**config.mk**
```make
export PLATFORM = sky130hd
export DESIGN_NAME = axi4_stream_writer
export DESIGN_NICKNAME = d
export VERILOG_FILES = /design/src/rtl/streamif_pkg.sv /design/src/rtl/stream_sync_fifo.sv /design/src/rtl/axi4_stream_writer.sv
export SDC_FILE = /design/constraint.sdc
export NUM_CORES = 1
export LEC_CHECK = 0
export ABC_CLOCK_PERIOD_IN_PS = 4450
export BUFFER_PORTS_ARGS = -buffer_cell sky130_fd_sc_hd__clkbuf_2
export CAP_MARGIN = 20
export CORE_MARGIN = 5
export CORE_UTILIZATION = 52
export DETAILED_ROUTE_END_ITERATION = 10
export PLACE_DENSITY_LB_ADDON = 0.3
export SLEW_MARGIN = 10
export SYNTH_ARGS = -nofsm -noshare
export SYNTH_HDL_FRONTEND = slang
export SYNTH_SLANG_ARGS = --single-unit
```
**constraint.sdc**
```tcl
create_clock -name M_AXIS_ACLK -period 4.45 [get_ports M_AXIS_ACLK]
set_input_delay 0.445 -clock M_AXIS_ACLK [delete_from_list [all_inputs] [get_ports M_AXIS_ACLK]]
set_output_delay 0.445 -clock M_AXIS_ACLK [all_outputs]
set_load 0.02 [all_outputs]
```
**src/rtl/streamif_pkg.sv**
```systemverilog
`default_nettype none
// ------------------------------------------------------------------
// streamif_pkg: shared stream widths and helper functions
// Revision: 1.0
// ------------------------------------------------------------------
package streamif_pkg;

  localparam int DEF_TDATA_WIDTH   = 32;
  localparam int DEF_FIFO_DEPTH    = 4;
  localparam int DEF_PKT_LEN_WIDTH = 16;
  localparam int MAX_STRB_WIDTH    = 128;

  function automatic int clog2(input int value);
    int result;
    int v;
    result = 0;
    v      = value - 1;
    while (v > 0) begin
      result = result + 1;
      v      = v >> 1;
    end
    return result;
  endfunction

  // Caller narrows the result to data_width/8 bits.
  function automatic logic [MAX_STRB_WIDTH-1:0] strb_ones(input int data_width);
    logic [MAX_STRB_WIDTH-1:0] result;
    result = '0;
    for (int i = 0; i < MAX_STRB_WIDTH; i++) begin
      if (i < data_width / 8) result[i] = 1'b1;
    end
    return result;
  endfunction

endpackage
`default_nettype wire

```
**src/rtl/stream_sync_fifo.sv**
```systemverilog
`default_nettype none
// ------------------------------------------------------------------
// stream_sync_fifo: single-clock FIFO, head visible on dout (0 when empty)
// Revision: 1.0
// ------------------------------------------------------------------
module stream_sync_fifo
  import streamif_pkg::*;
#(
  parameter int WIDTH = DEF_TDATA_WIDTH + 1,
  parameter int DEPTH = DEF_FIFO_DEPTH
) (
  input  logic             clk,
  input  logic             rst,
  input  logic             push,
  input  logic             pop,
  input  logic [WIDTH-1:0] din,
  output logic [WIDTH-1:0] dout,
  output logic             full,
  output logic             empty
);

  localparam int AW = clog2(DEPTH);
  localparam logic [AW:0] PTR_ONE = 1;

  logic [WIDTH-1:0] mem [DEPTH];
  logic [AW:0]      wr_ptr;
  logic [AW:0]      rd_ptr;
  logic             do_push;
  logic             do_pop;

  assign do_push = push && !full;
  assign do_pop  = pop && !empty;

  // Extra MSB on each pointer separates full from empty.
  assign empty = (wr_ptr == rd_ptr);
  assign full  = (wr_ptr[AW] != rd_ptr[AW]) && (wr_ptr[AW-1:0] == rd_ptr[AW-1:0]);
  assign dout  = empty ? '0 : mem[rd_ptr[AW-1:0]];

  always_ff @(posedge clk) begin
    if (rst) begin
      wr_ptr <= '0;
      rd_ptr <= '0;
    end else begin
      if (do_push) wr_ptr <= wr_ptr + PTR_ONE;
      if (do_pop)  rd_ptr <= rd_ptr + PTR_ONE;
    end
  end

  always_ff @(posedge clk) begin
    if (do_push) mem[wr_ptr[AW-1:0]] <= din;
  end

endmodule
`default_nettype wire

```
**src/rtl/axi4_stream_writer.sv**
```systemverilog
`default_nettype none
// ------------------------------------------------------------------
// axi4_stream_writer: buffered AXI4-Stream master with length-driven TLAST
// Revision: 1.0
// ------------------------------------------------------------------
module axi4_stream_writer
  import streamif_pkg::*;
#(
  parameter int C_M_AXIS_TDATA_WIDTH = DEF_TDATA_WIDTH,
  parameter int C_FIFO_DEPTH         = DEF_FIFO_DEPTH,
  parameter int C_PKT_LEN_WIDTH      = DEF_PKT_LEN_WIDTH
) (
  input  logic                                M_AXIS_ACLK,
  input  logic                                M_AXIS_ARESET,
  output logic                                M_AXIS_TVALID,
  output logic [C_M_AXIS_TDATA_WIDTH-1:0]     M_AXIS_TDATA,
  output logic [C_M_AXIS_TDATA_WIDTH/8-1:0]   M_AXIS_TSTRB,
  output logic                                M_AXIS_TLAST,
  input  logic                                M_AXIS_TREADY,
  input  logic [C_PKT_LEN_WIDTH-1:0]          packet_len,
  input  logic                                data_valid,
  input  logic [C_M_AXIS_TDATA_WIDTH-1:0]     data,
  output logic                                ready,
  output logic                                pkt_done
);

  localparam int STRB_WIDTH = C_M_AXIS_TDATA_WIDTH / 8;
  localparam int FIFO_WIDTH = C_M_AXIS_TDATA_WIDTH + 1;
  localparam logic [STRB_WIDTH-1:0]      TSTRB_ONES = STRB_WIDTH'(strb_ones(C_M_AXIS_TDATA_WIDTH));
  localparam logic [C_PKT_LEN_WIDTH-1:0] CNT_ONE    = 1;

  logic                            push;
  logic                            pop;
  logic                            full;
  logic                            empty;
  logic                            beat_last;
  logic                            head_last;
  logic [C_M_AXIS_TDATA_WIDTH-1:0] head_data;
  logic [FIFO_WIDTH-1:0]           fifo_dout;
  logic [C_PKT_LEN_WIDTH-1:0]      cnt;
  logic [C_PKT_LEN_WIDTH-1:0]      len_q;
  logic [C_PKT_LEN_WIDTH-1:0]      eff_len;

  // Length is taken live on the first beat, then held for the rest of the packet.
  always_comb begin
    eff_len = len_q;
    if (cnt == '0) eff_len = (packet_len == '0) ? CNT_ONE : packet_len;
  end

  assign beat_last = (cnt == eff_len - CNT_ONE);
  assign ready     = !full && !M_AXIS_ARESET;
  assign push      = data_valid && ready;
  assign pop       = M_AXIS_TVALID && M_AXIS_TREADY;

  always_ff @(posedge M_AXIS_ACLK) begin
    if (M_AXIS_ARESET) begin
      cnt      <= '0;
      len_q    <= '0;
      pkt_done <= 1'b0;
    end else begin
      pkt_done <= pop && head_last;
      if (push) begin
        if (cnt == '0) len_q <= eff_len;
        cnt <= beat_last ? '0 : cnt + CNT_ONE;
      end
    end
  end

  stream_sync_fifo #(
    .WIDTH (FIFO_WIDTH),
    .DEPTH (C_FIFO_DEPTH)
  ) u_fifo (
    .clk   (M_AXIS_ACLK),
    .rst   (M_AXIS_ARESET),
    .push  (push),
    .pop   (pop),
    .din   ({beat_last, data}),
    .dout  (fifo_dout),
    .full  (full),
    .empty (empty)
  );

  assign {head_last, head_data} = fifo_dout;
  assign M_AXIS_TVALID = !empty;
  assign M_AXIS_TDATA  = head_data;
  assign M_AXIS_TLAST  = head_last;
  assign M_AXIS_TSTRB  = TSTRB_ONES;

endmodule
`default_nettype wire

```
; ---- Word-level counts from Yosys, hierarchy flattened
; Memory sizes are Yosys's and may differ from the RTL's. A register that Yosys moved wholly into a read port is not among the register bits.
; Index checks and enable logic that the tools add are counted.
[op_classes]
mux = 8
eq_ne = 4
add_sub_neg = 4
reduce_logical = 13
[op_table]
columns = operator, count
row1 = $mux 16, 3
row2 = $mux 33, 1
row3 = $logic_not 16->1, 2
row4 = $add 16x1->16 const B, 1
row5 = $eq 16x16->1, 1
row6 = $sub 16x1->16 const B, 1
row7 = $logic_and 1x1->1, 7
row8 = $add 3x1->3 const B, 2
row9 = $mux 2, 2
row10 = $eq 3x3->1, 1
row11 = $logic_not 1->1, 3
row12 = $eq 2x2->1, 1
row13 = $mux 1, 2
row14 = $reduce_and 2->1, 1
row15 = $ne 1x1->1, 1
[totals]
output_inout_bits = 40
mem_bits_rw = 132
ff_bits = 39
elab_cells = 35
memories = 1
[memory_table]
columns = name, words, width, rd, rd_ports_with_merged_regs, wr, line
row1 = u_fifo.mem, 4, 33, 1, 1, 1, stream_sync_fifo.sv:25  ; logic [WIDTH-1:0] mem [DEPTH];

; ---- Longest topological paths before layout
; Gate-level depths: netlist of the first run.
[depth]
word_depth = 8
ltp_mapped = 17
mapped_depth_nobuf = 14

; ---- By module
; Synthesis of the first run repeated with hierarchy kept, for this count alone.
[unflattened]
hier_cells = 650
area_unflattened_um2 = 8509.4
[modules_own_cells]
columns = module, instances, area_each_um2, cells_each
row1 = stream_sync_fifo, 1, 5606.6, 278
row2 = axi4_stream_writer, 1, 2902.8, 372

; ---- Worst setup path after synthesis of the first run
; OpenSTA, ideal clock, no wires.
[synth_path]
path_kind = reg2reg
start = register cnt[0]
end = register cnt[11]
path_buffers = 3
required_ns = 4.335
path_slack_ns = 0.523
stages_incl_launch_ff = 18
arrival_time_ns = 3.812
synth_period_minus_slack_ns = 3.927
cell_sequence = dfxtp_1 inv_1 ha_1 nor4b_4 and4_4 buf_6 buf_6 mux2i_1 ha_1 nor4b_2 nand4_1 xnor2_1 or4b_2 nand3_1 o211ai_1 o41ai_4 buf_6 nor2_2
[synth_between]
elab_chain_len = 5
elab_cells_between_ends = 6
[synth_lines]
columns = item, line
row1 = "start, declared", axi4_stream_writer.sv:40  ; logic [C_PKT_LEN_WIDTH-1:0] cnt;
row2 = "start signal, assigned", axi4_stream_writer.sv:64  ; cnt <= beat_last ? '0 : cnt + CNT_ONE;
row3 = $logic_not 16->1, axi4_stream_writer.sv:47  ; if (cnt == '0) eff_len = (packet_len == '0) ? CNT_ONE : packet_len;
row4 = $mux 16, axi4_stream_writer.sv:47
row5 = $sub 16x1->16, axi4_stream_writer.sv:50  ; assign beat_last = (cnt == eff_len - CNT_ONE);
row6 = $eq 16x16->1, axi4_stream_writer.sv:50
row7 = $mux 16 *, axi4_stream_writer.sv:64
; Every way passes the cells marked *; elsewhere a longest branch is shown, timed or not.
; A chain may end at the register's enable or synchronous reset.

; ---- Final worst setup path of the first run
[layout_path]
start = register cnt[0]
end = register cnt[15]
; Same word-level chain as after synthesis.

==> results_dict.tcl, run 1 <==
set metrics [dict create \
    rows 45 \
    crit_type "flop to flop" \
    portBuffers 87 \
    startpoint_type "flop" \
    hold_class "input port to flop" \
    r2r_start "cnt[0]" \
    holdPathEnd "u_fifo.mem[2][15]" \
    htreeDepth 4 \
    maxSlewViolCount 0 \
    min_path_cells 1 \
    cts_buffers 17 \
    pin_count 92 \
    vias 4744 \
    ir_worst_vdd_mv 0.286 \
    hpwl_mm 10.7 \
    synth.avg_cell_area_um2 14.0 \
    cts.sinks 173 \
    critical_path.max_stage_delay_ns 0.60 \
    diodes 0 \
    timing.fmax_mhz 244 \
    end_kind "flop" \
    yosysWarnings 0 \
    hold_violations 0 \
    ys_seq_elements 173 \
    root_buffer "clkbuf_16" \
    reg2reg_to "cnt[15]" \
    synth_cell_types 64 \
    rsz0062_at_grt "no" \
    drtPass1Iterations 5 \
    drt-total-wl_mm 15.9 \
    rr_worst_depth 15 \
    worst_pin_slew_ns 0.952 \
    final_core_util_pct 60.6 \
    synth_ff_type "edfxtp_1" \
    cap_violations 0 \
    critPathArrivalTime_ns 4.40 \
    die_area_um2 17700 \
    synthArstFlopShare_pct 0 \
    die_y_um 133 \
    drive_gt1_share_pct 29.6 \
    r2r_slack_ns 0.35 \
    drt_iter0_markers 249 \
    cpLargestDelayFamily "simple AND/OR/NAND/NOR gates" \
    worstPathMaxFanout 15 \
    p_leak_uw 0.00325 \
    drc 0 \
    clockBufferDepth 2 \
    final.period_utilization_pct 92.0 \
    ant_nets 0 \
    setup_ws_ns 0.354 \
    grt_pass1_wl_mm 26.0 \
    routedWlPerCell_um 18.5 \
    area_growth_pct 15.7 \
    netlist_instances 559 \
    clock_latency_ns 0.42 \
    cp.required_ns 4.76 \
    die_w_um 133 \
    grt_usage_pct 18.9 \
    grt.overflow.total 0 \
    maxSlewHeadroom_pct 36.6 \
    gp_congestion 0.848 \
    powerDensity_nw_per_um2 467 \
    core_area_um2 15000 \
    synth-edff-count 132 \
    finalClockSkew_ns 0.00880 \
    via_per_inst 5.54 \
    ys_seq_area_share_pct 60.9 \
    min_from "data[15]" \
    grt_antenna_before_repair 0 \
    cts_tree "done" \
    first_global_vias 5029 \
    cp_slowest_cell "or4b_2" \
    syn_area_um2 7850 \
    fin_crit_ns 4.10 \
    path_buf_inv 2 \
    critical_path.cell_chain "inv_1 > ha_1 > nor4b_4 > and4_4 > mux2i_1 > ha_1 > nor4b_4 > nand4_1 > xnor2_1 > or4b_2 > nand3_1 > o211ai_1 > o41ai_4 > buf_4 > nor2_1" \
    place_inst 820 \
    grt_max_degree 35 \
    status "finished clean" \
    stdcell_count 856 \
    initial_core_util_pct 52.4 \
    clkSlewWorstSetupHoldPaths_ns 0.06 \
    dp_slack_ns 0.194 \
    fin_nets 715 \
    fill_cells 1149 \
    setup_tns_ns 0 \
    setup_violations 0 \
]
==> placed cells by master (no fill, tap or decap), types with 3 or more instances in the layout <==
master     count
a21oi_1       21
and2_1         3
and2_2         5
and3_1         3
buf_4         13
clkbuf_1       3
clkbuf_16     17
clkbuf_2      87
clkinv_2       4
conb_1         4
dfxtp_1       39
edfxtp_1     132
ha_1           8
inv_1         12
mux2i_1       13
mux4_2        33
nand2_1       53
nand3_1       15
nand3b_1       3
nand4_1        4
nand4_2        3
nor2_1        25
nor2_2        11
nor2b_1       36
nor3_1        11
o21ai_0        5
o31ai_1        4
xnor2_1       27
xor2_1        19
==> worst max path at each step <==
stage | depth (start not counted) | from | slack [ns] | to
final | 15 | cnt[0] | 0.35 | cnt[15]
after global routing | 15 | cnt[0] | 0.1 | cnt[2]
after CTS | 15 | cnt[0] | 0.17 | cnt[15]
after detailed placement | 15 | cnt[0] | 0.19 | cnt[6]
after global placement | 15 | cnt[0] | 0.34 | cnt[6]
after floorplan | 17 | cnt[0] | 0.52 | cnt[11]
==> where the power goes <==
group / internal (µW) / leakage, µW / switching (µW)
Sequential: 1790 / 0.00154 / 73.2
Clock: 856 / 0.000284 / 590
Combinational: 410 / 0.00143 / 520
==> metal layers <==
layer / vias up / track usage (%) / wire length [µm]
met5: - / 0 / 0
met4: 0 / 5.89 / 144
met3: 11 / 5.13 / 862
met2: 124 / 31.0 / 7910
met1: 2345 / 24.6 / 6930
li1: 2264 / - / -
==> per-stage QoR <==
step	power, µW	cell area, µm²	hold slack (ns)
floorplan	2560	7860	0.452
global placement	2820	8470	0.473
detailed placement	2830	8470	0.486
CTS	4270	9040	0.217
global route	4440	9080	0.216
finish	4240	9080	0.238
==> worst register-to-register path: cells and delay by family, from the launching register on <==
kind | cells | cell delay (ns)
xor+xnor | 1 | 0.19
compound gates | 2 | 0.42
flops | 1 | 0.36
buf+inv | 2 | 0.38
mux | 1 | 0.32
simple gates | 7 | 1.88
fa+ha+maj | 2 | 0.44
==> cells in the mapped netlist, types with 5 or more instances <==
library cell  instances  area [µm²]
edfxtp_1            132        3960
nand2_1              53         199
dfxtp_1              41         821
nor2b_1              36         225
mux4_2               33         743
xnor2_1              27         236
nor2_1               26        97.6
a21oi_1              21         105
xor2_1               19         166
nand3_1              15        75.1
clkbuf_1             13        48.8
mux2i_1              13         130
inv_1                12        45.0
nor3_1               11        55.1
nor2_2               10        62.6
ha_1                  8         100
and2_1                7        43.8
buf_4                 6        45.0
o21ai_0               5        25.0
==> layout make-up <==
class                           count  area (µm²)  area share [%]
Clock buffer                       22         464            5.11
Clock inverter                     10         114            1.25
Inverter                           12        45.0           0.496
Multi-Input combinational cell    351        2900            32.0
Sequential cell                   173        4790            52.7
Tap cell                          188         235            2.59
Timing Repair Buffer              100         533            5.87
==> cell families after synthesis <==
kind of cell | count (synthesis) | synth area share (%)
AO/OA/AOI/OAI | 50 | 4.57
multiplexers | 48 | 11.4
XOR/XNOR | 46 | 5.13
buffers and inverters | 38 | 2.41
flip-flops | 173 | 60.9
adder cells (fa/ha/maj) | 8 | 1.28
other | 1 | 0.0478
AND/OR/NAND/NOR | 195 | 14.2
==> registers in the layout (all words and copies together), names as in the netlist, named ones only <==
register / cells
u_fifo.mem: 132
cnt: 16
len_q: 16
u_fifo.rd_ptr: 3
u_fifo.wr_ptr: 3
pkt_done: 1
==> repair_timing <==
item,in CTS,in global routing
hold buffers,0,0
gates resized for setup,0,1
hold endpoints to repair,0,0
setup buffers,0,3
endpoints found under the setup margin,0,19
(Power assumes the default switching activity.)
==> run 2, diff against run 1 <==
- ABC_AREA: default -> 1
==> run 2 against run 1 <==
Compared with the run above: design area increased by 6.7%; area after synthesis increased by 6.9%; wire length increased by 14%; critical path depth increased by 5; first-iteration DRC count increased by 59%.
==> results_dict.tcl, run 2 <==
set metrics [dict create \
    p_sw_uw 1380 \
    cap_violations 0 \
    fin_crit_ns 3.42 \
    grt_antenna_before_repair 0 \
    yosys.area.top_type "edfxtp_1" \
    synth.avg_cell_area_um2 8.88 \
    cts_tree "done" \
    clkSlewWorstSetupHoldPaths_ns 0.06 \
    maxSlewHeadroom_pct 57.2 \
    rsz0062_at_grt "no" \
    hold_slack_ns 0.230 \
    synth_ff_type "edfxtp_1" \
    cts_buffers 17 \
    cts_hold_buffers 0 \
    die_y_um 137 \
    critPathArrivalTime_ns 3.74 \
    ant_nets 0 \
    drt-total-wl_mm 18.0 \
    timing.fmax_mhz 292 \
    swShare_pct 31.8 \
    pin_count 92 \
    yosysMostFrequentCell "nand2_1" \
    cp.required_ns 4.76 \
    fin_nets 1087 \
    grt_pass1_wl_mm 28.3 \
    drive_gt1_share_pct 15.9 \
    clock_latency_ns 0.43 \
    p_total_uw 4350 \
    grt_max_degree 67 \
    drtPass1Iterations 5 \
    setup_violations 0 \
    worstPathMaxFanout 28 \
    root_buffer "clkbuf_16" \
    initial_core_util_pct 52.8 \
    postCtsSetupRepairBufs 0 \
    vias 6432 \
    synth-edff-count 132 \
    hold_class "input port to flop" \
    portBuffers 87 \
    yosysWarnings 0 \
    first_global_vias 5859 \
    netlist.area_leader.share_pct 47.2 \
    powerDensity_nw_per_um2 448 \
    maxSlewViolCount 0 \
    via_per_inst 5.12 \
    die_w_um 137 \
    worst_pin_slew_ns 0.640 \
    p_comb_share_pct 23.5 \
    p_int_uw 2960 \
    gp_congestion 0.945 \
    ys_seq_elements 173 \
    p_leak_uw 0.00420 \
    die_area_um2 18800 \
    htreeDepth 4 \
    diodes 0 \
    drc 0 \
    drt_iter0_markers 396 \
    setup_tns_ns 0 \
    rows 46 \
    area_growth_pct 15.5 \
    final.period_utilization_pct 76.9 \
    ir_worst_vdd_mv 0.298 \
    synth_area_leaders "edfxtp_1, dfxtp_1, nand2_1" \
    routedWlPerCell_um 14.3 \
    synth_cell_types 36 \
    clockPowerShare_pct 34.4 \
    grt.overflow.total 0 \
    netlist_instances 945 \
    synth_commonest_cells "nand2_1, nor2_1, edfxtp_1, inv_1, o21ai_0" \
    end_kind "flop" \
    final_common_cell "nand2_1" \
    syn_area_um2 8390 \
    ys_seq_area_share_pct 57.0 \
    cts_resized 0 \
    status "finished clean" \
    crit_type "flop to flop" \
    hpwl_mm 12.1 \
    hold_violations 0 \
    core_area_um2 15900 \
    finalClockSkew_ns 0.0133 \
    grt_usage_pct 19.3 \
    mostFrequentLayoutCells "nand2_1, nor2_1, edfxtp_1" \
    startpoint_type "flop" \
    p_seq_share_pct 42.1 \
    clockBufferDepth 2 \
    cts.sinks 173 \
    synthArstFlopShare_pct 0 \
    largest_reg_flops 132 \
]
[run 2: changes by cell type after synthesis, moves of 32 or more]
cell / previous run / this run
o21ai_0: 5 / 56
inv_1: 12 / 122
o32ai_1: 0 / 32
nand2_1: 53 / 206
mux4_2: 33 / 0
nand3_1: 15 / 50
nor2_1: 26 / 165
nor2b_1: 36 / 0
[run 2: kinds of logic after synthesis]
family / Yosys count / share of synthesized area [%]
simple gates: 461 / 23.3
flops: 173 / 57.0
buf+inv: 165 / 7.78
compound gates: 116 / 8.50
xor+xnor: 21 / 2.19
fa+ha+maj: 8 / 1.19
other cells: 1 / 0.0447
[run 2: power by group through the flow]
| stage | registers (µW) | logic (µW) | clock network [µW] |
|---|---|---|---|
| final | 1830 | 1020 | 1490 |
| after global routing | 1840 | 1140 | 1580 |
| after CTS | 1850 | 993 | 1520 |
| after detailed placement | 1880 | 988 | 0 |
| after global placement | 1880 | 978 | 0 |
| after floorplan | 1850 | 725 | 0 |
[run 2: per-layer routing]
layer | vias up | global-route usage, % | wire [µm]
met4 | 0 | 5.04 | 200
met2 | 149 | 32.3 | 8820
met5 | - | 0 | 0
met1 | 3003 | 25.6 | 8120
li1 | 3264 | - | -
met3 | 16 | 4.41 | 868
[run 2: critical path, cell delays in order, from the launching register on]
cell	delay, ns
dfxtp_1	0.33
inv_1	0.14
ha_1	0.23
nand2_1	0.10
nor2_4	0.43
nand2_4	0.28
inv_2	0.15
nand3_1	0.09
nand2_1	0.11
ha_1	0.23
nand3_4	0.14
nor2_4	0.18
nand2_1	0.07
nand2_1	0.08
nand2_1	0.09
inv_2	0.05
nand3_1	0.07
nor2_1	0.12
nand4_1	0.17
nand2_1	0.18
nor2_1	0.05
[run 2: layout make-up]
type / instances / area [µm²]
clock buffers: 18 / 429
clock inverters: 14 / 175
fillers: 1317 / 6190
inverters: 125 / 469
multi-input cells: 610 / 3000
flip-flops and latches: 173 / 4790
well taps: 216 / 270
repair buffers: 100 / 566
[run 2: path summary, 6_finish.rpt]
path / startpoint / to / slack [ns] / cells after the start
setup / recovery: cnt[0] / cnt[12] / 1.03 / 20
hold / removal: data[17] / u_fifo.mem[2][17] / 0.23 / 1
setup reg to reg: cnt[0] / cnt[12] / 1.03 / 20
hold reg to reg: len_q[14] / len_q[14] / 0.47 / 2
[run 2: metrics by stage]
stage | std cells | instance area, µm² | worst slack [ns] | util [%]
2_1_floorplan | 948 | 8410 | 1.42 | -
3_3_place_gp | 1222 | 9040 | 1.20 | 56.9
3_5_place_dp | 1222 | 9040 | 1.12 | 56.9
4_1_cts | 1254 | 9650 | 1.05 | 60.7
5_1_grt | 1256 | 9690 | 0.616 | 61.0
6_report | 1256 | 9690 | 1.03 | 61.0
